<file path="src/rtl/ili9341_stream.sv">
`default_nettype none
// ============================================================================
//  Module   : ili9341_stream
//  Purpose  : Autonomous RGB565 pixel streamer for the ILI9341 8080-style
//             8-bit write bus. On each frame start it issues the window
//             setup sequence (CASET/PASET/RAMWR). It then drains a pixel
//             FIFO as hi/lo byte pairs.
//  Options  : ILI9341_STREAM_STATS_EN adds the underruns and fifo_level ports.
//  Revision : 1.0 - initial release
// ============================================================================
module ili9341_stream #(
    parameter int FIFO_DEPTH = 16,
    parameter int WR_HALF    = 1,
    parameter int WIDTH      = 320,
    parameter int HEIGHT     = 240
) (
    input  logic        clk,
    input  logic        resetn,
    input  logic        frame_start,
    input  logic        pix_valid,
    input  logic [15:0] pix_data,
    output logic        pix_ready,
    output logic        busy,
    output logic        frame_done,
`ifdef ILI9341_STREAM_STATS_EN
    output logic [15:0] underruns,
    output logic [$clog2(FIFO_DEPTH):0] fifo_level,
`endif
    output logic        cmd_data,
    output logic        write_edge,
    output logic [7:0]  dout
);

    localparam int              AW        = $clog2(FIFO_DEPTH);
    localparam int              HW        = (WR_HALF > 1) ? $clog2(WR_HALF) : 1;
    localparam logic [16:0]     TOTAL     = 17'(WIDTH * HEIGHT);
    localparam logic [15:0]     W_M1      = 16'(WIDTH - 1);
    localparam logic [15:0]     H_M1      = 16'(HEIGHT - 1);
    localparam logic [HW-1:0]   HALF_LAST = HW'(WR_HALF - 1);
    localparam logic [AW:0]     DEPTH_C   = (AW + 1)'(FIFO_DEPTH);
    localparam logic [3:0]      HDR_LEN   = 4'd11;

    localparam logic [1:0] S_IDLE = 2'd0;
    localparam logic [1:0] S_HDR  = 2'd1;
    localparam logic [1:0] S_PIX  = 2'd2;
    localparam logic [1:0] S_DONE = 2'd3;

    logic [1:0]    state_q, state_d;
    logic          armed_q, armed_d;
    logic [16:0]   acc_cnt_q, acc_cnt_d;
    logic [16:0]   emit_cnt_q, emit_cnt_d;
    logic [AW-1:0] wr_ptr_q, wr_ptr_d, rd_ptr_q, rd_ptr_d;
    logic [AW:0]   count_q, count_d;
    logic [15:0]   mem_q [FIFO_DEPTH];
    logic [15:0]   mem_d [FIFO_DEPTH];
    logic          active_q, active_d;
    logic [HW-1:0] hcnt_q, hcnt_d;
    logic [3:0]    hdr_idx_q, hdr_idx_d;
    logic          lo_pend_q, lo_pend_d;
    logic [7:0]    lo_byte_q, lo_byte_d;
    logic          we_q, we_d;
    logic          cd_q, cd_d;
    logic [7:0]    dout_q, dout_d;

    logic w_start, w_full, w_empty, w_push, w_pop;
    logic w_last_cycle, w_free, w_pix_slot;
    logic [8:0] w_hdr;

    // Header byte table: {cmd_data, byte}; commands carry cmd_data = 0.
    function automatic logic [8:0] hdr_byte(input logic [3:0] idx);
        case (idx)
            4'd0:    hdr_byte = {1'b0, 8'h2A};
            4'd3:    hdr_byte = {1'b1, W_M1[15:8]};
            4'd4:    hdr_byte = {1'b1, W_M1[7:0]};
            4'd5:    hdr_byte = {1'b0, 8'h2B};
            4'd8:    hdr_byte = {1'b1, H_M1[15:8]};
            4'd9:    hdr_byte = {1'b1, H_M1[7:0]};
            4'd10:   hdr_byte = {1'b0, 8'h2C};
            default: hdr_byte = {1'b1, 8'h00};
        endcase
    endfunction

    assign w_start      = (state_q == S_IDLE) && frame_start;
    assign w_full       = (count_q == DEPTH_C);
    assign w_empty      = (count_q == '0);
    assign pix_ready    = armed_q && !w_full;
    assign w_push       = pix_valid && pix_ready;
    // A byte ends on the last cycle of its high phase; the next byte loads then.
    assign w_last_cycle = active_q && we_q && (hcnt_q == HALF_LAST);
    assign w_free       = !active_q || w_last_cycle;
    assign w_hdr        = hdr_byte(hdr_idx_q);

    assign busy       = (state_q != S_IDLE);
    assign frame_done = (state_q == S_DONE);
    assign cmd_data   = cd_q;
    assign write_edge = we_q;
    assign dout       = dout_q;

    // Input side: arming, accept counter and FIFO write/read bookkeeping.
    always_comb begin
        armed_d   = armed_q;
        acc_cnt_d = acc_cnt_q;
        wr_ptr_d  = wr_ptr_q;
        rd_ptr_d  = rd_ptr_q;
        mem_d     = mem_q;
        if (w_start) begin
            armed_d   = 1'b1;
            acc_cnt_d = '0;
        end else if (w_push) begin
            acc_cnt_d = acc_cnt_q + 17'd1;
            if (acc_cnt_q == TOTAL - 17'd1) begin
                armed_d = 1'b0;
            end
        end
        if (w_push) begin
            mem_d[wr_ptr_q] = pix_data;
            wr_ptr_d        = wr_ptr_q + 1'b1;
        end
        if (w_pop) begin
            rd_ptr_d = rd_ptr_q + 1'b1;
        end
        count_d = count_q + (AW + 1)'(w_push) - (AW + 1)'(w_pop);
    end

    // Sequencer and byte engine: strobe phasing, header walk, pixel drain.
    always_comb begin
        state_d    = state_q;
        emit_cnt_d = emit_cnt_q;
        active_d   = active_q;
        hcnt_d     = hcnt_q;
        hdr_idx_d  = hdr_idx_q;
        lo_pend_d  = lo_pend_q;
        lo_byte_d  = lo_byte_q;
        we_d       = we_q;
        cd_d       = cd_q;
        dout_d     = dout_q;
        w_pop      = 1'b0;
        w_pix_slot = 1'b0;

        if (active_q && !w_last_cycle) begin
            if (hcnt_q == HALF_LAST) begin
                we_d   = 1'b1;
                hcnt_d = '0;
            end else begin
                hcnt_d = hcnt_q + 1'b1;
            end
        end

        case (state_q)
            S_IDLE: begin
                if (frame_start) begin
                    state_d    = S_HDR;
                    hdr_idx_d  = '0;
                    emit_cnt_d = '0;
                    lo_pend_d  = 1'b0;
                end
            end
            S_HDR: begin
                if (w_free) begin
                    if (hdr_idx_q != HDR_LEN) begin
                        {cd_d, dout_d} = w_hdr;
                        we_d      = 1'b0;
                        hcnt_d    = '0;
                        active_d  = 1'b1;
                        hdr_idx_d = hdr_idx_q + 4'd1;
                    end else begin
                        // Hand over to pixel drain without a bubble cycle.
                        state_d    = S_PIX;
                        w_pix_slot = 1'b1;
                    end
                end
            end
            S_PIX: begin
                w_pix_slot = w_free;
            end
            default: begin
                state_d = S_IDLE;
            end
        endcase

        if (w_pix_slot) begin
            if (lo_pend_q) begin
                dout_d    = lo_byte_q;
                cd_d      = 1'b1;
                we_d      = 1'b0;
                hcnt_d    = '0;
                active_d  = 1'b1;
                lo_pend_d = 1'b0;
            end else if (emit_cnt_q == TOTAL) begin
                state_d  = S_DONE;
                active_d = 1'b0;
                we_d     = 1'b0;
            end else if (!w_empty) begin
                w_pop      = 1'b1;
                dout_d     = mem_q[rd_ptr_q][15:8];
                lo_byte_d  = mem_q[rd_ptr_q][7:0];
                cd_d       = 1'b1;
                we_d       = 1'b0;
                hcnt_d     = '0;
                active_d   = 1'b1;
                lo_pend_d  = 1'b1;
                emit_cnt_d = emit_cnt_q + 17'd1;
            end else begin
                // Starved: park the strobe low until a pixel arrives.
                active_d = 1'b0;
                we_d     = 1'b0;
            end
        end
    end

    // State registers; reset aborts any byte in flight.
    always_ff @(posedge clk) begin
        if (!resetn) begin
            state_q    <= S_IDLE;
            armed_q    <= 1'b0;
            acc_cnt_q  <= '0;
            emit_cnt_q <= '0;
            wr_ptr_q   <= '0;
            rd_ptr_q   <= '0;
            count_q    <= '0;
            active_q   <= 1'b0;
            hcnt_q     <= '0;
            hdr_idx_q  <= '0;
            lo_pend_q  <= 1'b0;
            lo_byte_q  <= '0;
            we_q       <= 1'b0;
            cd_q       <= 1'b1;
            dout_q     <= '0;
        end else begin
            state_q    <= state_d;
            armed_q    <= armed_d;
            acc_cnt_q  <= acc_cnt_d;
            emit_cnt_q <= emit_cnt_d;
            wr_ptr_q   <= wr_ptr_d;
            rd_ptr_q   <= rd_ptr_d;
            count_q    <= count_d;
            active_q   <= active_d;
            hcnt_q     <= hcnt_d;
            hdr_idx_q  <= hdr_idx_d;
            lo_pend_q  <= lo_pend_d;
            lo_byte_q  <= lo_byte_d;
            we_q       <= we_d;
            cd_q       <= cd_d;
            dout_q     <= dout_d;
        end
    end

    // Pixel storage needs no reset; occupancy is tracked by count_q.
    always_ff @(posedge clk) begin
        mem_q <= mem_d;
    end

`ifdef ILI9341_STREAM_STATS_EN
    logic [15:0] under_q, under_d;
    logic        w_stall;

    assign w_stall    = (state_q == S_PIX) && w_free && !lo_pend_q &&
                        (emit_cnt_q != TOTAL) && w_empty;
    assign underruns  = under_q;
    assign fifo_level = count_q;

    // Saturating starvation counter, cleared when a frame is armed.
    always_comb begin
        under_d = under_q;
        if (w_start) begin
            under_d = '0;
        end else if (w_stall && (under_q != 16'hFFFF)) begin
            under_d = under_q + 16'd1;
        end
    end

    // Starvation counter register.
    always_ff @(posedge clk) begin
        if (!resetn) begin
            under_q <= '0;
        end else begin
            under_q <= under_d;
        end
    end
`endif

endmodule
`default_nettype wire

</file>
<file path="config.mk">
export PLATFORM = sky130hd
export DESIGN_NAME = ili9341_stream
export DESIGN_NICKNAME = d
export VERILOG_FILES = /design/src/rtl/ili9341_stream.sv
export SDC_FILE = /design/constraint.sdc
export NUM_CORES = 1
export LEC_CHECK = 0
export ABC_AREA = 1
export BUFFER_PORTS_ARGS = -buffer_cell sky130_fd_sc_hd__buf_2
export CAP_MARGIN = 40
export CORE_MARGIN = 5
export CORE_UTILIZATION = 30
export DETAILED_ROUTE_END_ITERATION = 10
export PLACE_DENSITY = 0.45
export SYNTH_ARGS = -nofsm -noshare
export SYNTH_HDL_FRONTEND = slang
export SYNTH_SLANG_ARGS = --single-unit
</file>
<file path="constraint.sdc">
create_clock -name clk -period 3.6 [get_ports clk]
set_input_delay 0.72 -clock clk [delete_from_list [all_inputs] [get_ports clk]]
set_output_delay 0.72 -clock clk [all_outputs]
set_load 0.05 [all_outputs]
</file>
### Yosys cells after proc, flatten, opt, wreduce, memory -nomap -nowiden

Index checks and enable logic that the tools add are counted.

| word-level totals | value |
|---|---|
| register bits | 331 |
| input port bits | 20 |
| word-level logic and storage cells | 164 |

| operators by class | value |
|---|---|
| add/sub/neg operators | 8 |
| order comparisons | 3 |
| equality and inequality tests | 15 |
| multiplexer cells | 73 |
| bitwise logic cells | 7 |
| reductions and logical operators | 27 |

Operators with widths:

| operator | number |
|---|---|
| $bwmux 256 | 1 |
| $mux 17 | 6 |
| $bmux 16 s4 | 1 |
| $demux 16 s4 | 1 |
| $mux 8 | 7 |
| $pmux 9 s6 | 1 |
| $mux 16 | 3 |
| $mux 1 | 41 |
| $add 17x1->17 const B | 2 |
| $eq 17x17->1 const B | 2 |
| $reduce_bool 2->1 | 7 |
| $add 4x1->4 const B | 3 |
| $mux 2 | 6 |
| $mux 4 | 3 |
| $ge 5x5->1 const B | 2 |
| $not 4->5 | 2 |
| $eq 4x3->1 const B | 2 |
| $eq 4x4->1 const B | 2 |
| $pmux 4 s2 | 1 |
| $reduce_and 4->1 | 2 |
| $logic_and 1x1->1 | 7 |
| $ne 2x2->1 const B | 3 |
| $pmux 2 s3 | 1 |
| $add 5x1->5 | 1 |
| other kinds (18) | 26 |

### Depth between registers and ports, before layout

Gate-level depths: netlist of the first run.

| logic depth | value |
|---|---|
| depth after elaboration | 12 |
| gate-level depth with buffers | 18 |
| mapped depth without buffers | 17 |

### Worst setup path before layout of the first run

Ideal clock, no wire load.

| path | value |
|---|---|
| path type | reg2reg |
| start point | register we_q, in the netlist write_edge |
| end point | register count_q[4] |
| arrival time | 2725 ps |
| required time | 3530 ps |
| setup slack | 805 ps |
| cell stages (with the launch flop) | 14 |
| path buffers | 1 |
| period minus slack after synthesis | 2795 ps |
| cells stage by stage | dfxtp_1 -> nand2_1 -> a21oi_1 -> nand3_2 -> nor2_4 -> buf_2 -> ha_1 -> inv_1 -> ha_1 -> inv_1 -> fa_1 -> o31ai_1 -> o21ai_0 -> a21oi_1 |

| on the way | value |
|---|---|
| longest elaborated chain between the ends | 7 |

RTL lines:

| element | RTL line | RTL |
|---|---|---|
| from (decl) | 61 | `logic we_q, we_d;` |
| from (signal assigned) | 242 | `we_q <= we_d;` |
| $logic_and 1x1->1 (*) (2 in series) | 89 | `assign w_last_cycle = active_q && we_q && (hcnt_q == HALF_LAST);` |
| $logic_or 1x1->1 (*) | 90 | `assign w_free = !active_q \|\| w_last_cycle;` |
| $mux 1 | 159 | `if (w_free) begin` |
| $pmux 1 s2 (*) | 149 | `case (state_q)` |
| $mux 1 (*) | 181 | `if (w_pix_slot) begin` |
| via w_pop | 65 | `logic w_start, w_full, w_empty, w_push, w_pop;` |
| $sub 5x1->5 (*) | 122 | `count_d = count_q + (AW + 1)'(w_push) - (AW + 1)'(w_pop);` |
| to (signal assigned) | 236 | `count_q <= count_d;` |
| to (decl) | 53 | `logic [AW:0] count_q, count_d;` |

The timed path passes the listed nets; every way through them passes the cells marked *.
A chain may end at the register's enable or synchronous reset.

### Worst setup path after layout of the first run

| path | value |
|---|---|
| start point | register state_q[1] |
| end point | register count_q[4] |

| on the way | value |
|---|---|
| longest elaborated chain between the ends | 4 |
| elaborated cells between the ends (all ways) | 5 |
| those cells by class | add/sub: 1; eq/ne: 2; mux: 2 |

RTL lines:

| element | RTL line | RTL |
|---|---|---|
| from (decl) | 48 | `logic [1:0] state_q, state_d;` |
| from (signal assigned) | 230 | `state_q <= state_d;` |
| $eq 2x2->1 / $eq 2x1->1 (equally long branches) | 149 |  |
| $pmux 1 s2 (*) | 149 |  |
| $mux 1 (*) | 181 |  |
| $sub 5x1->5 (*) | 122 |  |

Mark *: on every way between the ends. The rest lies on a longest branch, timed or not.

==> impl_metrics.csv, run 1 <==
group,metric,value,unit
synth,ys_ff_latch,331,
global_routing,antenna_found_initial,1,
clock_tree,path_clk_slew,0.06,ns
pwr,power,0.00816,W
setup_path,rrSetupSlack,0.80,ns
min_path,hold_path.class,"flop to flop",
setup_path,reg2reg_from,"state_q[1]",
global_routing,globalRouteMet1Util,20.7,%
global_routing,grt_pass1_vias,10200,
clock_tree,cts_tree,"built",
global_routing,grt_max_degree,132,
setup_path,slowest_delay,0.40,ns
global_routing,gr-total-overflow,0,
placement,place_ws,0.788,ns
sta,setup_tns,0,ns
global_routing,grtUsageMet3,2.40,%
sta,period_share,77.8,%
min_path,hold-path-cell-count,2,
global_routing,grt_usage,14.8,%
placement,numPortBuffers,32,
die,die_h,231,um
sta,setup_violations,0,
pwr,peakVddDrop,275,uV
clock_tree,clock_sinks,331,
global_routing,grt_busiest_layer,"met2",
die,coreArea,0.0486,sq mm
setup_path,reg2reg_depth,14,
sta,fmax,357,MHz
clock_tree,clk_path_buf_depth,3,
setup_path,crit_path_start,"state_q[1]",
die,dieArea,0.0534,sq mm
synth,synth_top_area_cell,"edfxtp_1",
routing,drt_wl_total,39500,um
pwr,p_leak,6.36,nW
sta,worstMarginPinSlew,0.772,ns
finish,area_growth,14.5,%
finish,drive_gt1_share,9.48,%
synth,synth_cell_types,39,
finish,fin_area,0.0168,sq mm
pwr,power_frac_clock,43.6,%
pwr,pwr-share-seq,51.4,%
synth,synthesis.nets,1565,
synth,synthTopCellsByArea,"edfxtp_1 (52%), dfxtp_1 (10%), nand2_1 (8.8%)",
die,dieWidth,231,um
clock_tree,ctsHoldBuffers,0,
setup_path,cpMaxStageDelayCell,"fa_1",
setup_path,arrival,3.27,ns
clock_tree,insertion_delay,0.55,ns
synth,yosys_warnings,0,
sta,post-route-min-period,2.80,ns
sta,slew_headroom,48.4,%
sta,rsz0062_at_grt,"no",
setup_path,critPathKind,"flop to flop",
die,row_count,81,
clock_tree,cts-buffers-inserted,39,
global_routing,grt_pass1_wl,61300,um
run,cap_violations,0,
pwr,power_switching,0.00189,W
finish,fin_util,34.5,%
die,io_pins,33,
routing,vias,10500,
synth,synth_cells,1522,
placement,dp.final_hpwl,22900,um
pwr,p_int,0.00627,W
setup_path,r2r_end,"count_q[4]",
clock_tree,clockRootBuffer,"clkbuf_16",
routing,post_drt_wl_per_cell,17.8,um
finish,final_nets,1607,
sta,finClkSkew,0.0150,ns
setup_path,crit_path_cell_trace,"inv_1, ha_1, nand4_4, nand2_1, nand3_2, nor2_4, ha_1, inv_1, ha_1, inv_1, fa_1, o31ai_1, o21ai_0, a21oi_1",
setup_path,critPathCaptureType,"flop",
sta,worst_slack,0.801,ns
setup_path,required,4.07,ns
routing,ant_nets,0,
outcome,run_status,"finished, final reports clean",
routing,drc,0,
sta,slew_viol_final,0,
routing,dr.pass1.iters,7,
synth,ys_seq_area_share,62.7,%
min_path,worstHoldStart,"hcnt_q",
routing,viasPerCell,4.72,
sta,hold_viol,0,
pwr,powerDensity,486,mW/mm^2
setup_path,crit_family,"adder cells",
routing,drtIter0Drc,816,
clock_tree,cts-resized-gates,0,
die,initial_core_util,30.1,%
setup_path,cp-start-kind,"flop",
synth,synth_top_area_share,52.4,%
pwr,p_comb_share,5.0,%
setup_path,crit_fanout,10,
clock_tree,post-cts-setup-buffer-count,0,
placement,gp_congestion,0.798,
synth,netlist_area,0.0147,sq mm
clock_tree,h-tree-depth,2,
placement,placed_area,0.0157,sq mm
setup_path,timing.critical_path.buf_inv,3,
synth,syn_area_per_cell,9.63,sq um
pwr,switching_share,23.1,%
global_routing,grt_use_met2,23.6,%
min_path,holdPathEnd,"hcnt_q",
==> per-layer routing <==
metal  vias up  part of all wire (%)
li1       5188                     -
met1      5015                    48
met2       198                    45
met3        64                   4.1
met4         0                   2.6
met5         -                     0
==> how the worst max path moves through the flow <==
| stage | end | slack [ns] | depth (start not counted) |
|---|---|---|---|
| after floorplan | count_q[4] | 0.80 | 13 |
| after global placement | count_q[4] | 0.81 | 14 |
| after detailed placement | count_q[4] | 0.79 | 14 |
| after CTS | count_q[4] | 0.78 | 14 |
| after global routing | count_q[4] | 0.55 | 14 |
| final | count_q[4] | 0.80 | 14 |
==> cells in the final DEF (no fill, tap or decap), types with 2 or more instances in the layout <==
master,netlist,routed
o211ai_1,33,33
nand4_1,16,16
a21oi_1,52,52
nor2_2,2,18
a211oi_1,2,2
nand2_2,3,3
nor2_1,201,185
edfxtp_1,256,256
o21ai_0,104,104
xnor2_1,2,2
clkbuf_16,0,39
nand3_1,132,132
buf_2,29,32
o21ai_1,4,4
inv_1,155,155
clkbuf_1,26,11
buf_12,0,4
inv_2,5,4
a31oi_1,2,2
buf_4,9,31
nor3_1,17,17
o22ai_1,3,3
clkinv_8,0,2
clkinv_2,0,8
clkinv_1,2,10
dfxtp_1,75,73
ha_1,22,22
o31ai_1,2,2
xor2_1,11,11
nand2_1,343,343
==> worst register-to-register path: cells and delay by family (launching register included) <==
kind | cells | cell delay, ns
simple gates | 4 | 0.53
buf+inv | 3 | 0.20
flops | 1 | 0.33
compound gates | 3 | 0.51
fa+ha+maj | 4 | 1.17
==> synth_stat cells, drive strengths merged <==
cell type	count
nand2	346
edfxtp	256
nor2	204
inv	160
nand3	133
o21ai	108
dfxtp	75
a21oi	53
buf	41
o211ai	33
clkbuf	26
ha	22
nand4	17
nor3	17
xor2	11
o22ai	3
a211oi	2
a31oi	2
clkinv	2
o31ai	2
xnor2	2
a22oi	1
fa	1
nand3b	1
nor4	1
o221ai	1
o2bb2ai	1
or2	1
==> through the flow <==
stage | instances | hold slack (ns)
2_1_floorplan | 1522 | 0.438
3_3_place_gp | 2144 | 0.453
3_5_place_dp | 2145 | 0.453
4_1_cts | 2214 | 0.462
5_1_grt | 2215 | 0.486
6_report | 2215 | 0.461
==> registers in the layout (all words and copies together), names as in the netlist <==
name / count
mem_q: 256
acc_cnt_q: 17
emit_cnt_q: 17
dout: 8
lo_byte_q: 8
count_q: 5
hdr_idx_q: 4
rd_ptr_q: 4
wr_ptr_q: 4
state_q: 2
active_q: 1
armed_q: 1
cmd_data: 1
hcnt_q: 1
lo_pend_q: 1
write_edge: 1
==> cells by family after synthesis <==
group           after synthesis  share of synthesized area [%]
xor+xnor                     13                          0.777
flops                       331                           62.7
fa+ha+maj                    23                           2.01
buf+inv                     229                           6.39
compound gates              206                           7.80
simple gates                720                           20.3
==> power groups by stage <==
stage / sequential [W] / combinational, W / clock [W]
after detailed placement: 0.00427 / 0.000414 / 0
after global placement: 0.00427 / 0.000410 / 0
after floorplan: 0.00429 / 0.000233 / 0
after CTS: 0.00419 / 0.000415 / 0.00369
after global routing: 0.00419 / 0.000465 / 0.00384
final: 0.00419 / 0.000408 / 0.00356
==> final cells by class <==
cell class,instances,area [sq um]
clock inverters,19,110
diodes,1,2.50
inverters,162,611
flip-flops and latches,331,9190
repair buffers,68,500
clock buffers,50,1020
multi-input cells,962,4570
fillers,4984,31900
well taps,622,778
(Power assumes the default switching activity.)
==> inputs of run 2 (changes only) <==
--- a/config.mk
+++ b/config.mk
@@ -11,7 +11,7 @@
 export CORE_MARGIN = 5
 export CORE_UTILIZATION = 30
 export DETAILED_ROUTE_END_ITERATION = 10
-export PLACE_DENSITY = 0.45
+export PLACE_DENSITY = 0.47
 export SYNTH_ARGS = -nofsm -noshare
 export SYNTH_HDL_FRONTEND = slang
 export SYNTH_SLANG_ARGS = --single-unit
==> constraint.sdc (replaced) <==
create_clock -name clk -period 2.29 [get_ports clk]
set_input_delay 0.458 -clock clk [delete_from_list [all_inputs] [get_ports clk]]
set_output_delay 0.458 -clock clk [all_outputs]
set_load 0.05 [all_outputs]
==> run 2 against run 1 <==
Net effect: the flow now finishes with violations (setup timing); hold slack got worse by 0.28 ns; sequential power increased by 57%; core utilization increased by 1.9 points; combinational power increased by 89%; clock-buffer cell count increased by 6; critical path type unchanged; largest power group unchanged.
==> impl_metrics.csv, run 2 (synthesis gave the netlist of run 1 again) <==
group,metric,value,unit
routing,post_drt_wl_per_cell,17.3,um
setup_path,required,2.77,ns
pwr,power_switching,0.00300,W
die,coreArea,0.0486,sq mm
setup_path,cp-start-kind,"flop",
global_routing,grt_max_degree,73,
run,cap_violations,0,
clock_tree,clockRootBuffer,"clkbuf_16",
finish,drive_gt1_share,15.0,%
sta,slew_viol_final,0,
routing,ant_nets,0,
die,io_pins,33,
min_path,holdPathEnd,"count_q[0]",
routing,drtIter0Drc,818,
setup_path,arrival,2.86,ns
min_path,hold-path-cell-count,3,
outcome,violations,"setup timing",
finish,mostFrequentLayoutCell,"nand2_1",
setup_path,critPathCaptureType,"flop",
clock_tree,h-tree-depth,2,
die,dieArea,0.0534,sq mm
sta,slew_headroom,63.9,%
pwr,powerDensity,764,mW/mm^2
setup_path,critPathKind,"flop to flop",
pwr,p_leak,6.80,nW
placement,numPortBuffers,32,
sta,hold_viol,0,
pwr,p_int,0.0105,W
pwr,switching_share,22.2,%
sta,worst_slack,-0.0942,ns
clock_tree,clock_sinks,331,
pwr,p_comb_share,5.7,%
routing,drc,0,
sta,setup_violations,2,
die,row_count,81,
finish,regMostFlops,"mem_q",
sta,finClkSkew,0.0187,ns
placement,place_ws,-0.105,ns
min_path,worstHoldStart,"resetn",
sta,period_share,104,%
finish,fin_area,0.0177,sq mm
global_routing,grt_pass1_vias,10500,
setup_path,r2r_end,"count_q[4]",
routing,vias,10700,
finish,final_nets,1672,
die,initial_core_util,30.1,%
global_routing,antenna_found_initial,0,
routing,dr.pass1.iters,5,
sta,timing.hold.ws,0.186,ns
setup_path,reg2reg_from,"state_q[1]",
finish,antennaDiodeCount,0,
global_routing,grt_usage,14.7,%
die,dieWidth,231,um
sta,rsz0062_at_grt,"yes",
outcome,run_status,"complete, but fails checks",
clock_tree,insertion_delay,0.56,ns
sta,post-route-min-period,2.38,ns
finish,reg_top3,"mem_q (256), acc_cnt_q (17), emit_cnt_q (17)",
die,die_h,231,um
global_routing,gr-total-overflow,0,
clock_tree,path_clk_slew,0.06,ns
global_routing,grt_pass1_wl,61400,um
placement,gp_congestion,0.797,
finish,final_cell_mix,"nand2_1 (339), edfxtp_1 (256), nor2_1 (185)",
finish,largest_reg_flops,256,
setup_path,rrSetupSlack,-0.09,ns
pwr,peakVddDrop,413,uV
clock_tree,cts-buffers-inserted,40,
placement,dp.final_hpwl,24700,um
setup_path,reg2reg_depth,14,
routing,viasPerCell,4.68,
sta,fmax,419,MHz
min_path,hold_path.class,"primary input to flop",
pwr,power_frac_clock,45.5,%
finish,area_growth,20.7,%
pwr,pwr-share-seq,48.7,%
clock_tree,clk_path_buf_depth,3,
clock_tree,cts_tree,"built",
sta,worstMarginPinSlew,0.540,ns
placement,placed_area,0.0163,sq mm
setup_path,crit_fanout,3,
clock_tree,ctsHoldBuffers,0,
routing,drt_wl_total,39400,um
## run 2: changes by cell type in the layout (fill, tap and decap cells not counted), sizes merged
cell | previous run | this run
bufinv | 0 | 3
clkinvlp | 1 | 0
diode | 1 | 0
buf | 68 | 132
inv | 160 | 162
clkinv | 20 | 11
clkbuf | 50 | 56
## run 2: worst max-delay path, cell delays in order, from the launching register on
cell and delay [ns]:
dfxtp_2 0.33, inv_2 0.06, ha_4 0.27, inv_2 0.03, a21oi_2 0.14, nand3_4 0.11, nor2_4 0.12, ha_4 0.21
inv_4 0.05, ha_4 0.12, inv_2 0.04, fa_2 0.39, o31ai_4 0.27, o21ai_2 0.08, a21oi_2 0.09
## run 2: final cells by class
cell class                      instances  area [sq um]
Timing Repair Buffer                  132          1130
Multi-Input combinational cell        962          4720
Inverter                              162           613
Clock inverter                         14           150
Tap cell                              622           778
Fill cell                            4847         30900
Clock buffer                           56          1110
Sequential cell                       331          9200
## run 2: through the flow
| stage | total power (W) | utilization [%] | setup TNS [ns] | std cells |
|---|---|---|---|---|
| after floorplan | 0.00714 | - | -4.48 | 1522 |
| after global placement | 0.00745 | 33.5 | -0.0236 | 2201 |
| after detailed placement | 0.00746 | 33.5 | -0.105 | 2201 |
| after CTS | 0.0137 | 36.1 | -0.0997 | 2272 |
| after global routing | 0.0141 | 36.4 | -0.363 | 2279 |
| final | 0.0135 | 36.4 | -0.120 | 2279 |
## run 2: what timing repair did
item                       CTS  global route
resized for setup            1            26
setup endpoints to repair    1           187
buffers inserted             1             7
pin swaps                    2            14
## run 2: per-layer routing
metal	vias up	wire (um)	track usage, %
met5	-	0	0
met4	0	917	4.36
met3	54	1730	2.82
met2	195	18200	23.7
met1	5099	18600	20.4
li1	5321	-	-
## run 2: power groups by stage
stage | clock (W) | sequential [W] | combinational [W]
2_1_floorplan | 0 | 0.00675 | 0.000382
3_3_place_gp | 0 | 0.00672 | 0.000732
3_5_place_dp | 0 | 0.00672 | 0.000739
4_1_cts | 0.00635 | 0.00659 | 0.000752
5_1_grt | 0.00661 | 0.00660 | 0.000865
6_report | 0.00616 | 0.00659 | 0.000773
## run 2: worst max-delay path by stage
stage,startpoint,endpoint
2_1_floorplan,state_q[1],count_q[4]
4_1_cts,state_q[1],count_q[4]
3_3_place_gp,state_q[1],count_q[4]
6_report,state_q[1],count_q[4]
5_1_grt,state_q[0],count_q[4]
3_5_place_dp,state_q[1],count_q[4]
==> inputs of run 3 (changes only) <==
--- a/config.mk
+++ b/config.mk
@@ -10,6 +10,7 @@
 export CAP_MARGIN = 40
 export CORE_MARGIN = 5
 export CORE_UTILIZATION = 30
+export CTS_CLUSTER_DIAMETER = 100
 export DETAILED_ROUTE_END_ITERATION = 10
 export PLACE_DENSITY = 0.47
 export SYNTH_ARGS = -nofsm -noshare
==> constraint.sdc (replaced) <==
create_clock -name clk -period 2.1 [get_ports clk]
set_input_delay 0.42 -clock clk [delete_from_list [all_inputs] [get_ports clk]]
set_output_delay 0.42 -clock clk [all_outputs]
set_load 0.05 [all_outputs]
==> run 3 against run 2 <==
Net effect: the flow still finishes with violations (setup timing); wire length grew 1.8%; setup slack lost 0.049 ns; sequential power grew 9.0%; die area is the same; register-to-register slack lost 0.05 ns; largest power group unchanged; highest routed layer is now met5.
==> impl_metrics.csv, run 3 (synthesis gave the netlist of run 1 again) <==
group,metric,value,unit
finish,multi_input_comb_area,0.00473,sq mm
setup_path,required,2.60,ns
global_routing,grt_max_degree,40,
clock_tree,h-tree-depth,2,
finish,mostFrequentLayoutCell,"nand2_1",
setup_path,crit_path_cell_trace,"inv_2, ha_4, inv_2, a21oi_2, nand3_2, nor2_4, ha_4, inv_4, ha_4, inv_2, fa_2, o31ai_4, o21ai_1, a21oi_1",
run,cap_violations,0,
placement,numPortBuffers,32,
die,io_pins,33,
routing,post_drt_wl_per_cell,17.5,um
setup_path,critPathKind,"flop to flop",
setup_path,cp-start-kind,"flop",
die,row_count,81,
setup_path,reg2reg_from,"state_q[1]",
finish,fin_area,0.0180,sq mm
pwr,p_leak,6.92,nW
clock_tree,cts_tree,"built",
finish,reg_top3,"mem_q (256), acc_cnt_q (17), emit_cnt_q (17)",
min_path,hold_path.class,"primary input to flop",
sta,post-route-min-period,2.24,ns
die,die_h,231,um
clock_tree,ctsHoldBuffers,0,
global_routing,grt_pass1_vias,10200,
sta,hold_viol,0,
clock_tree,cts-buffers-inserted,40,
finish,drive_gt1_share,15.6,%
finish,final_nets,1681,
sta,setup_violations,64,
die,coreArea,0.0486,sq mm
global_routing,grt_usage,14.6,%
setup_path,reg2reg_depth,14,
clock_tree,path_clk_slew,0.06,ns
placement,placed_area,0.0164,sq mm
min_path,worstHoldStart,"resetn",
pwr,peakVddDrop,586,uV
global_routing,antenna_found_initial,2,
sta,period_share,107,%
placement,gp_congestion,0.795,
min_path,hold-path-cell-count,3,
pwr,powerDensity,827,mW/mm^2
setup_path,timing.critical_path.buf_inv,4,
finish,regMostFlops,"mem_q",
setup_path,r2r_end,"count_q[4]",
sta,timing.hold.ws,0.206,ns
finish,antennaDiodeCount,0,
setup_path,cpMaxStageDelayCell,"fa_2",
die,initial_core_util,30.1,%
clock_tree,clockRootBuffer,"clkbuf_16",
setup_path,rrSetupSlack,-0.14,ns
min_path,holdPathEnd,"count_q[0]",
setup_path,critPathCaptureType,"flop",
pwr,power,0.0149,W
sta,finClkSkew,0.0439,ns
setup_path,crit_family,"adder cells",
setup_path,crit_fanout,3,
sta,worst_slack,-0.143,ns
routing,dr.pass1.iters,5,
global_routing,gr-total-overflow,0,
sta,slew_viol_final,0,
outcome,violations,"setup timing",
setup_path,crit_path_start,"state_q[1]",
finish,fin_util,37.0,%
global_routing,grt_pass1_wl,60700,um
finish,largest_reg_flops,256,
die,dieArea,0.0534,sq mm
sta,worstMarginPinSlew,0.473,ns
placement,dp.final_hpwl,23800,um
sta,slew_headroom,68.4,%
routing,viasPerCell,4.72,
finish,area_growth,22.8,%
setup_path,slowest_delay,0.36,ns
outcome,run_status,"complete, but fails checks",
routing,vias,10800,
sta,fmax,446,MHz
routing,drt_wl_total,40100,um
finish,seqCellArea,0.00920,sq mm
die,dieWidth,231,um
finish,final_cell_mix,"nand2_1 (338), edfxtp_1 (256), nor2_1 (184)",
routing,drtIter0Drc,690,
sta,rsz0062_at_grt,"yes",
clock_tree,clk_path_buf_depth,3,
finish,fillCellCount,4799,
setup_path,arrival,2.75,ns
clock_tree,insertion_delay,0.58,ns
routing,drc,0,
routing,ant_nets,0,
clock_tree,clock_sinks,331,
## run 3: cell types whose count changed in the layout (fill, tap and decap cells not counted), moves of 3 or more
cell | previous run | this run
nor2_4 | 5 | 10
clkbuf_16 | 42 | 45
nand2_2 | 7 | 4
clkinv_2 | 3 | 10
nand2_4 | 0 | 4
buf_12 | 16 | 24
nor2_2 | 14 | 10
## run 3: worst max-delay path by stage
stage / cells after the start / end / slack [ns]
floorplan: 16 / count_q[4] / -0.33
global placement: 14 / count_q[4] / -0.23
detailed placement: 14 / count_q[4] / -0.29
CTS: 14 / count_q[4] / -0.23
global route: 14 / count_q[4] / -0.30
finish: 14 / count_q[4] / -0.14
## run 3: where the power goes
group / internal (W) / total [W] / switching [W]
clock network: 0.00405 / 0.00684 / 0.00279
logic: 0.000303 / 0.000866 / 0.000563
registers: 0.00714 / 0.00718 / 0.0000467
## run 3: final cells by class
class | count | share of cell area, %
clock buffers | 52 | 5.81
clock inverters | 21 | 1.41
inverters | 162 | 3.42
multi-input cells | 962 | 26.3
flip-flops and latches | 331 | 51.1
well taps | 622 | 4.32
repair buffers | 141 | 7.64
## run 3: what timing repair did
action                     4_1_cts  5_1_grt
gates resized for setup         10       24
pin swaps                        9        4
cloned                           0        5
setup endpoints to repair      246      282
setup buffers                    2        2
## run 3: tightest hold or removal path, cell delays in order
cell	delay [ns]
buf_2	0.19
nand2_1	0.09
inv_1	0.03
## run 3: stage by stage
stage,TNS [ns],cells,setup slack (ns)
2_1_floorplan,-13.03,1522,-0.331
3_3_place_gp,-2.98,2210,-0.231
3_5_place_dp,-9.81,2210,-0.286
4_1_cts,-0.603,2284,-0.235
5_1_grt,-16.87,2291,-0.301
6_report,-1.65,2291,-0.143
## run 3: layer usage
metal / vias up / GRT usage [%] / share of wire [%]
li1: 5345 / - / -
met3: 54 / 2.61 / 4.9
met4: 4 / 4.05 / 1.8
met1: 5203 / 20.4 / 47
met2: 201 / 23.5 / 46
met5: - / 0 / 0.052
